<file path="src/rtl/strip_ws281x_multi.sv">
`default_nettype none
// ============================================================================
// Module      : strip_ws281x_multi
// Description : Multi-channel WS281x strip driver. All channels share one bit
//               phase counter, so every strip output stays bit-aligned. Each
//               strip receives one pixel per handshake, through a one-entry
//               holding register. A frame sends LED_COUNT pixels per strip and
//               then a latch (reset) low period. A frame is aborted if the
//               next pixel has not arrived by the end of the current pixel.
// Config      : STRIP_WS281X_AUTO_RESTART_EN - when defined, a new frame
//               starts on leaving the latch period without waiting for start_i.
// Ports       : clk_i          - sole clock, rising edge
//               rst_n_i        - asynchronous active-low reset
//               start_i        - single-cycle frame request (honoured in IDLE)
//               pixel_data_i   - one pixel per channel, channel 0 in the LSBs,
//                                each packed {R,G,B[,W]} with R in the MSBs
//               pixel_valid_i  - pixel_data_i holds the next LED
//               pixel_ready_o  - block accepts pixel_data_i this cycle
//               led_data_o     - registered serial data, one bit per strip
//               busy_o         - frame in progress, including the latch period
//               frame_done_o   - one-cycle pulse at frame completion
//               underrun_o     - one-cycle pulse when a frame is aborted
// Revision    : 1.0 - initial release
// ============================================================================
module strip_ws281x_multi #(
    parameter int CHANNELS       = 4,
    parameter int LED_COUNT      = 300,
    parameter int BITS_PER_PIXEL = 24,
    parameter int GRB_ORDER      = 1,
    parameter int CYCLES_0_HIGH  = 21,
    parameter int CYCLES_1_HIGH  = 42,
    parameter int CYCLES_BIT     = 63,
    parameter int CYCLES_RESET   = 2600
) (
    input  logic                               clk_i,
    input  logic                               rst_n_i,
    input  logic                               start_i,
    input  logic [CHANNELS*BITS_PER_PIXEL-1:0] pixel_data_i,
    input  logic                               pixel_valid_i,
    output logic                               pixel_ready_o,
    output logic [CHANNELS-1:0]                led_data_o,
    output logic                               busy_o,
    output logic                               frame_done_o,
    output logic                               underrun_o
);

    localparam int BPP   = BITS_PER_PIXEL;
    localparam int CNT_W = $clog2(LED_COUNT) + 1;
    localparam int PH_W  = $clog2(CYCLES_BIT) + 1;
    localparam int BIT_W = $clog2(BPP) + 1;
    localparam int LAT_W = $clog2(CYCLES_RESET) + 1;

    localparam logic [CNT_W-1:0] CNT_INIT = CNT_W'(LED_COUNT);
    localparam logic [CNT_W-1:0] CNT_ONE  = CNT_W'(1);
    localparam logic [PH_W-1:0]  PH_LAST  = PH_W'(CYCLES_BIT - 1);
    localparam logic [PH_W-1:0]  PH_ONE   = PH_W'(1);
    localparam logic [PH_W-1:0]  HI0      = PH_W'(CYCLES_0_HIGH);
    localparam logic [PH_W-1:0]  HI1      = PH_W'(CYCLES_1_HIGH);
    localparam logic [BIT_W-1:0] BIT_LAST = BIT_W'(BPP - 1);
    localparam logic [BIT_W-1:0] BIT_ONE  = BIT_W'(1);
    localparam logic [LAT_W-1:0] LAT_LAST = LAT_W'(CYCLES_RESET - 1);
    localparam logic [LAT_W-1:0] LAT_ONE  = LAT_W'(1);

    typedef enum logic [1:0] {
        S_IDLE       = 2'd0,
        S_WAIT_FIRST = 2'd1,
        S_BIT        = 2'd2,
        S_LATCH      = 2'd3
    } state_t;

    state_t                         state;
    state_t                         next_state;
    logic                           hold_full;
    logic [CHANNELS*BPP-1:0]        hold_data;
    logic [CNT_W-1:0]               accept_cnt;   // pixels still to be accepted
    logic [CNT_W-1:0]               send_cnt;     // pixels still to be loaded
    logic [BIT_W-1:0]               bit_cnt;
    logic [PH_W-1:0]                phase;
    logic [LAT_W-1:0]               latch_cnt;
    logic [CHANNELS-1:0][BPP-1:0]   shift_q;      // MSB is the bit on the wire
    logic [CHANNELS-1:0][BPP-1:0]   load_word;
    logic [CHANNELS-1:0]            hi_bits;

    logic xfer;
    logic bit_end;
    logic pixel_end;
    logic latch_end;
    logic load_shift;
    logic start_frame;
    logic abort;
    logic frame_end;

    assign busy_o        = (state != S_IDLE);
    assign pixel_ready_o = busy_o && !hold_full && (accept_cnt != '0);
    assign xfer          = pixel_valid_i && pixel_ready_o;
    assign bit_end       = (state == S_BIT) && (phase == PH_LAST);
    assign pixel_end     = bit_end && (bit_cnt == BIT_LAST);
    assign latch_end     = (state == S_LATCH) && (latch_cnt == LAT_LAST);

    // Per-channel wire ordering and high-time decode for the current bit.
    for (genvar c = 0; c < CHANNELS; c++) begin : g_chan
        logic [BPP-1:0] px;
        assign px = hold_data[c*BPP +: BPP];
        if (GRB_ORDER != 0) begin : g_grb
            assign load_word[c] = {px[BPP-9:BPP-16], px[BPP-1:BPP-8], px[BPP-17:0]};
        end else begin : g_rgb
            assign load_word[c] = px;
        end
        assign hi_bits[c] = (phase < (shift_q[c][BPP-1] ? HI1 : HI0));
    end

    always_comb begin
        next_state  = state;
        load_shift  = 1'b0;
        start_frame = 1'b0;
        abort       = 1'b0;
        frame_end   = 1'b0;
        case (state)
            S_IDLE: begin
                if (start_i) begin
                    next_state  = S_WAIT_FIRST;
                    start_frame = 1'b1;
                end
            end
            S_WAIT_FIRST: begin
                if (hold_full) begin
                    next_state = S_BIT;
                    load_shift = 1'b1;
                end
            end
            S_BIT: begin
                if (pixel_end) begin
                    if (send_cnt == '0) begin
                        next_state = S_LATCH;
                    end else if (hold_full) begin
                        load_shift = 1'b1;       // seamless pixel-to-pixel reload
                    end else begin
                        next_state = S_LATCH;
                        abort      = 1'b1;
                    end
                end
            end
            S_LATCH: begin
                if (latch_end) begin
                    frame_end = 1'b1;
`ifdef STRIP_WS281X_AUTO_RESTART_EN
                    next_state  = S_WAIT_FIRST;
                    start_frame = 1'b1;
`else
                    next_state  = S_IDLE;
`endif
                end
            end
            default: next_state = S_IDLE;
        endcase
    end

    always_ff @(posedge clk_i or negedge rst_n_i) begin
        if (!rst_n_i) begin
            state        <= S_IDLE;
            hold_full    <= 1'b0;
            hold_data    <= '0;
            accept_cnt   <= '0;
            send_cnt     <= '0;
            bit_cnt      <= '0;
            phase        <= '0;
            latch_cnt    <= '0;
            shift_q      <= '0;
            led_data_o   <= '0;
            frame_done_o <= 1'b0;
            underrun_o   <= 1'b0;
        end else begin
            state        <= next_state;
            frame_done_o <= frame_end;
            underrun_o   <= abort;
            led_data_o   <= (state == S_BIT) ? hi_bits : '0;

            // An aborted frame stops accepting so no stale pixel survives.
            if (start_frame)
                accept_cnt <= CNT_INIT;
            else if (abort)
                accept_cnt <= '0;
            else if (xfer)
                accept_cnt <= accept_cnt - CNT_ONE;

            if (xfer) begin
                hold_full <= 1'b1;
                hold_data <= pixel_data_i;
            end else if (load_shift) begin
                hold_full <= 1'b0;
            end

            if (start_frame)
                send_cnt <= CNT_INIT;
            else if (load_shift)
                send_cnt <= send_cnt - CNT_ONE;

            if (load_shift) begin
                shift_q <= load_word;
                bit_cnt <= '0;
                phase   <= '0;
            end else if (state == S_BIT) begin
                if (bit_end) begin
                    phase   <= '0;
                    bit_cnt <= bit_cnt + BIT_ONE;
                    for (int c = 0; c < CHANNELS; c++)
                        shift_q[c] <= {shift_q[c][BPP-2:0], 1'b0};
                end else begin
                    phase <= phase + PH_ONE;
                end
            end else begin
                phase   <= '0;
                bit_cnt <= '0;
            end

            if ((state == S_LATCH) && !latch_end)
                latch_cnt <= latch_cnt + LAT_ONE;
            else
                latch_cnt <= '0;
        end
    end

endmodule
`default_nettype wire

</file>
<file path="config.mk">
export PLATFORM = sky130hd
export DESIGN_NAME = strip_ws281x_multi
export DESIGN_NICKNAME = d
export VERILOG_FILES = /design/src/rtl/strip_ws281x_multi.sv
export SDC_FILE = /design/constraint.sdc
export NUM_CORES = 1
export LEC_CHECK = 0
export CAP_MARGIN = 30
export CORE_ASPECT_RATIO = 1.1
export CORE_MARGIN = 2
export CORE_UTILIZATION = 41
export CTS_CLUSTER_SIZE = 30
export DETAILED_ROUTE_END_ITERATION = 12
export PLACE_DENSITY = 0.73
export SYNTH_ARGS = -nofsm -noshare
export SYNTH_HDL_FRONTEND = slang
export SYNTH_SLANG_ARGS = --single-unit
</file>
<file path="constraint.sdc">
create_clock -name clk_i -period 2 [get_ports clk_i]
set_input_delay 0.5 -clock clk_i [delete_from_list [all_inputs] [get_ports clk_i]]
set_output_delay 0.5 -clock clk_i [all_outputs]
set_load 0.01 [all_outputs]
</file>
### Word level (Yosys, flattened, before mapping)

Index checks and enable logic that the tools add are counted.

* bits in registers: 247
* input port bits: 100
* word-level logic and storage cells: 97

* add/subtract/negate cells: 5
* $lt $le $gt $ge: 4
* eq/ne operators: 12
* mux-type cells: 41
* reduce and logical (&&, ||, !) cells: 20

Operators with widths (count)
* $mux W96: 3
* $mux W10: 5
* $mux W6: 7
* $lt A7 B6 Y1: 4
* $mux W7: 3
* $sub A10 B1 Y10 const B: 2
* $add A13 B1 Y13 const B: 1
* $eq A13 B12 Y1 const B: 1
* $mux W1: 13
* $mux W13: 1
* $mux W2: 6
* $logic_not A10 Y1: 1
* $reduce_bool A10 Y1: 1
* $reduce_bool A2 Y1: 5
* $ne A2 B2 Y1 const B: 4
* $pmux W2 S4: 1
* $add A7 B1 Y7 const B: 1
* $eq A7 B6 Y1 const B: 1
* $logic_and A1 B1 Y1: 7
* $add A6 B1 Y6 const B: 1
* $eq A6 B5 Y1 const B: 1
* $ne A3 B3 Y1 const B: 2
* $reduce_and A5 Y1: 1
* $eq A2 B2 Y1 const B: 2
* 7 further kinds: 8

### Depth between registers and ports, before layout

* word-level depth: 7
* depth in mapped cells: 10

### Worst setup path after synthesis

Ideal clock, no wire load.

* path type: reg-to-reg
* start point: reg state[0]
* end point: reg send_cnt[5]
* setup time: 132 ps
* arrival time: 1989 ps
* required time: 1868 ps
* slack: -121 ps
* cell stages (with the launch flop): 8
* path buffers: 0
* cell sequence: dfrtp_1 > inv_1 > ha_1 > and4b_1 > a41oi_2 > nor4_1 > a21o_1 > nand3_1

* word-level cells in the longest chain between the ends: 6
* elaborated cells on any way between the ends: 10

Ends and longest elaborated chain
* from (decl): RTL line 71 `state_t state;`
* from (signal assigned): RTL line 173 `state <= next_state;`
* $eq A2 B2 Y1: RTL line 96, 118
* $logic_and A1 B1 Y1: RTL line 96 `assign bit_end = (state == S_BIT) && (phase == PH_LAST);`
* $logic_and A1 B1 Y1: RTL line 97 `assign pixel_end = bit_end && (bit_cnt == BIT_LAST);`
* $mux W1: RTL line 132 `if (pixel_end) begin`
* $pmux W1 S2: RTL line 118 `case (state)`
* $reduce_bool A2 Y1 (no line)
* to (signal assigned): RTL line 196 `send_cnt <= send_cnt - CNT_ONE;`
* to (decl): RTL line 76 `logic [CNT_W-1:0] send_cnt;`

Parallel ways exist; a longest one is shown, timed or not.
A chain may end at the register's enable or synchronous reset.

### Worst setup path after layout

* start point: reg accept_cnt[4]
* end point: out pixel_ready_o

* word-level cells in the longest chain between the ends: 2

Ends and longest elaborated chain
* from (decl): RTL line 75 `logic [CNT_W-1:0] accept_cnt;`
* from (signal assigned): RTL line 184 `accept_cnt <= accept_cnt - CNT_ONE;`
* $reduce_bool A10 Y1: RTL line 94 `assign pixel_ready_o = busy_o && !hold_full && (accept_cnt != '0);`
* $logic_and A1 B1 Y1: RTL line 94
* to (decl): RTL line 40 `output logic pixel_ready_o,`

No other way between the ends.

==> results.toml <==
[yosys]
seq_area_frac_synth = 0.553
synth_cell_types = 50
synth_top_area_share = 0.553
ys.flop_type = "dfrtp_1"
synth_fa_ha_area_frac = 0.0347
post_synth.cell_area_avg_sq_um = 11.9
ys_top_cells_by_count = "dfrtp_1 (247), o21ai_0 (108), nand2_1 (107)"
synth_xor_area_frac = 0.0220
synth_top_family_by_area = "multiplexers"
syn_nets = 1068
yosys.area_share.simple = 0.0927
synth_edf_count = 0
yosysMostFrequentCell = "dfrtp_1"
yosys-top-cells-area = "dfrtp_1 (55%), mux2i_1 (8.5%), mux2_2 (8.2%)"
yosys.area.top_type = "dfrtp_1"
synth.ff_latch_count = 247
muxShareOfSynthArea = 0.183
syn_area_sq_um = 11200
async_reset_ff_frac = 1.00
synth_compound_area_frac = 0.0727
netlist_instances = 937
yosys_warnings = 0

[sta]
slew_headroom = 0.715
grt_setup_unrepaired = "yes"
fmax_ghz = 0.434
tightest_slew_ns = 0.428
period_needed_ns = 2.30
worst_slack_ns = -0.302
hold_slack_ns = 0.436
finalSetupViolations = 187
min_period_over_period = 1.15
fin_worst_skew_ns = 0.0204
finalMaxSlewViolations = 0
hold_violations = 0

[placed_design]
dp_cells = 1436
routabilityCongestion = 0.786
dpl.hpwl_mm = 15.6
numPortBuffers = 107

[worst_setup_path]
r2r-end = "hold_data[72]$_DFFE_PN0P_"
endpoint_kind = "output port"
worst_ep_required_time_ns = 1.50
cp-start-kind = "flop"
rr_worst_depth = 9
r2r_setup_slack_ns = -0.27
rr_startpoint = "accept_cnt[4]$_DFFE_PN0P_"
critPathKind = "reg -> out"
critPathMaxFanout = 2
cp.arrival_ns = 1.80
timing.critical_path.from = "accept_cnt[4]$_DFFE_PN0P_"

[hold_path]
min_path_type = "in -> async"

[global_routing]
grt_pass1_wl_mm = 41.4
grt-ovfl-total = 0
grt_pass1_vias = 8122
grt_usage = 0.178
grt_max_degree = 64
antenna_found_initial = 1

[die]
chipWidth_um = 161
core-area_sq_um = 26900
rows = 63
die_height_um = 177
io-pin-count = 108
dieArea_sq_um = 28600
start_util = 0.415

[drt]
wl_mm = 29.8
drtIter0Drc = 373
firstDrtPassIters = 4
ant_nets = 0
vias = 8204
drc = 0
vias_per_cell = 5.22
wl_per_cell_um = 19.0

[job]
max-cap-violations = 0

[clocking]
path_clk_slew_ns = 0.06
cts.path.max_buffers = 3
clock-sinks = 247
cts_tree = "built"
cts_buffers = 26
clock_latency_ns = 0.55
root_buffer = "clkbuf_16"
h-tree-depth = 1

[pwr]
powerDensity_nw_per_um2 = 1400
cellLeakagePower_nw = 7.81
power_mw = 24.0
vdd.ir_drop.worst_mv = 0.737

[cells_and_area]
final_nets = 1327
fin_cells = 1571
drive_gt1_frac = 0.429
syn2layout_area_growth_pct = 53.3

[run_status]
violations = "negative setup slack"
status = "finished with violations"
repair_timing:
action / 4_1_cts / 5_1_grt
hold endpoints to repair: 29 / 0
hold buffers: 1 / 0
pin swaps: 8 / 126
endpoints found under the setup margin: 192 / 222
cloned: 13 / 36
gates resized for setup: 73 / 375
setup buffers: 19 / 26
cell usage in the layout (no fill, tap or decap), types with 5 or more instances in the layout:
cell type / instances
a21oi_1: 7
buf_12: 30
buf_16: 14
buf_4: 74
buf_6: 15
buf_8: 11
clkbuf_16: 51
clkbuf_8: 5
clkdlybuf4s50_1: 104
dfrtp_1: 247
ha_1: 26
inv_1: 19
mux2_4: 96
mux2i_1: 81
mux2i_2: 8
mux2i_4: 6
nand2_1: 15
nand2_2: 34
nand2_4: 58
nand3_1: 16
nor2_1: 46
nor3_1: 12
o21a_1: 9
o21ai_0: 14
o21ai_1: 33
o21ai_2: 60
xnor2_1: 15
xor2_1: 12
cell families after synthesis:
logic type | after synthesis
AOI/OAI and AO/OA | 145
xor gates and xnor gates | 28
adders and majority gates | 31
buffers and inverters | 69
DFF | 247
muxes | 192
and+or+nand+nor | 225
stage by stage:
step	TNS, ns	cell area (sq um)	util	setup WS, ns
4_1_cts	-17.33	15100	0.563	-0.325
6_report	-19.22	17100	0.637	-0.302
3_3_place_gp	-8.24	13500	0.501	-0.121
2_1_floorplan	-5.37	11500	-	-0.0798
3_5_place_dp	-10.74	13500	0.501	-0.164
5_1_grt	-34.46	17100	0.637	-0.396
final cells by class:
| cell class | instances | area [sq um] |
|---|---|---|
| Antenna cell | 1 | 2.50 |
| Sequential cell | 247 | 6180 |
| Multi-Input combinational cell | 621 | 5980 |
| Clock inverter | 10 | 119 |
| Clock buffer | 35 | 734 |
| Fill cell | 1863 | 9760 |
| Tap cell | 357 | 447 |
| Timing Repair Buffer | 277 | 3570 |
| Inverter | 23 | 86.3 |
sequential cells by signal, indices dropped and copies added (netlist names):
signal,count
hold_full,1
phase,7
led_data_o,4
hold_data,96
underrun_o,1
frame_done_o,1
latch_cnt,13
accept_cnt,10
shift_q,96
state,2
bit_cnt,6
send_cnt,10
power breakdown:
| part | leakage [nW] | total [mW] | switching, mW | internal, mW |
|---|---|---|---|---|
| combinational | 4.33 | 10.3 | 4.23 | 6.08 |
| sequential | 3.07 | 8.80 | 1.75 | 7.05 |
| clock | 0.412 | 4.88 | 2.05 | 2.83 |
critical path, stage by stage (launching register included):
cell	delay, ns
dfrtp_1	0.38
or3_4	0.42
nor4_4	0.26
nor3_1	0.07
buf_2	0.14
routing by layer:
| layer | up-vias | share of wire | global-route usage |
|---|---|---|---|
| li1 | 3808 | - | - |
| met1 | 4185 | 0.42 | 0.234 |
| met2 | 158 | 0.52 | 0.309 |
| met3 | 53 | 0.034 | 0.0244 |
| met4 | 0 | 0.025 | 0.0484 |
| met5 | - | 0 | 0 |
worst max-delay path by stage:
stage / end / depth (start not counted) / slack [ns]
global placement: hold_data[56]$_DFFE_PN0P_ / 5 / -0.12
floorplan: hold_data[7]$_DFFE_PN0P_ / 6 / -0.08
finish: pixel_ready_o / 4 / -0.30
detailed placement: hold_data[66]$_DFFE_PN0P_ / 5 / -0.16
global route: pixel_ready_o / 6 / -0.40
CTS: pixel_ready_o / 4 / -0.33
(Power assumes the default switching activity.)
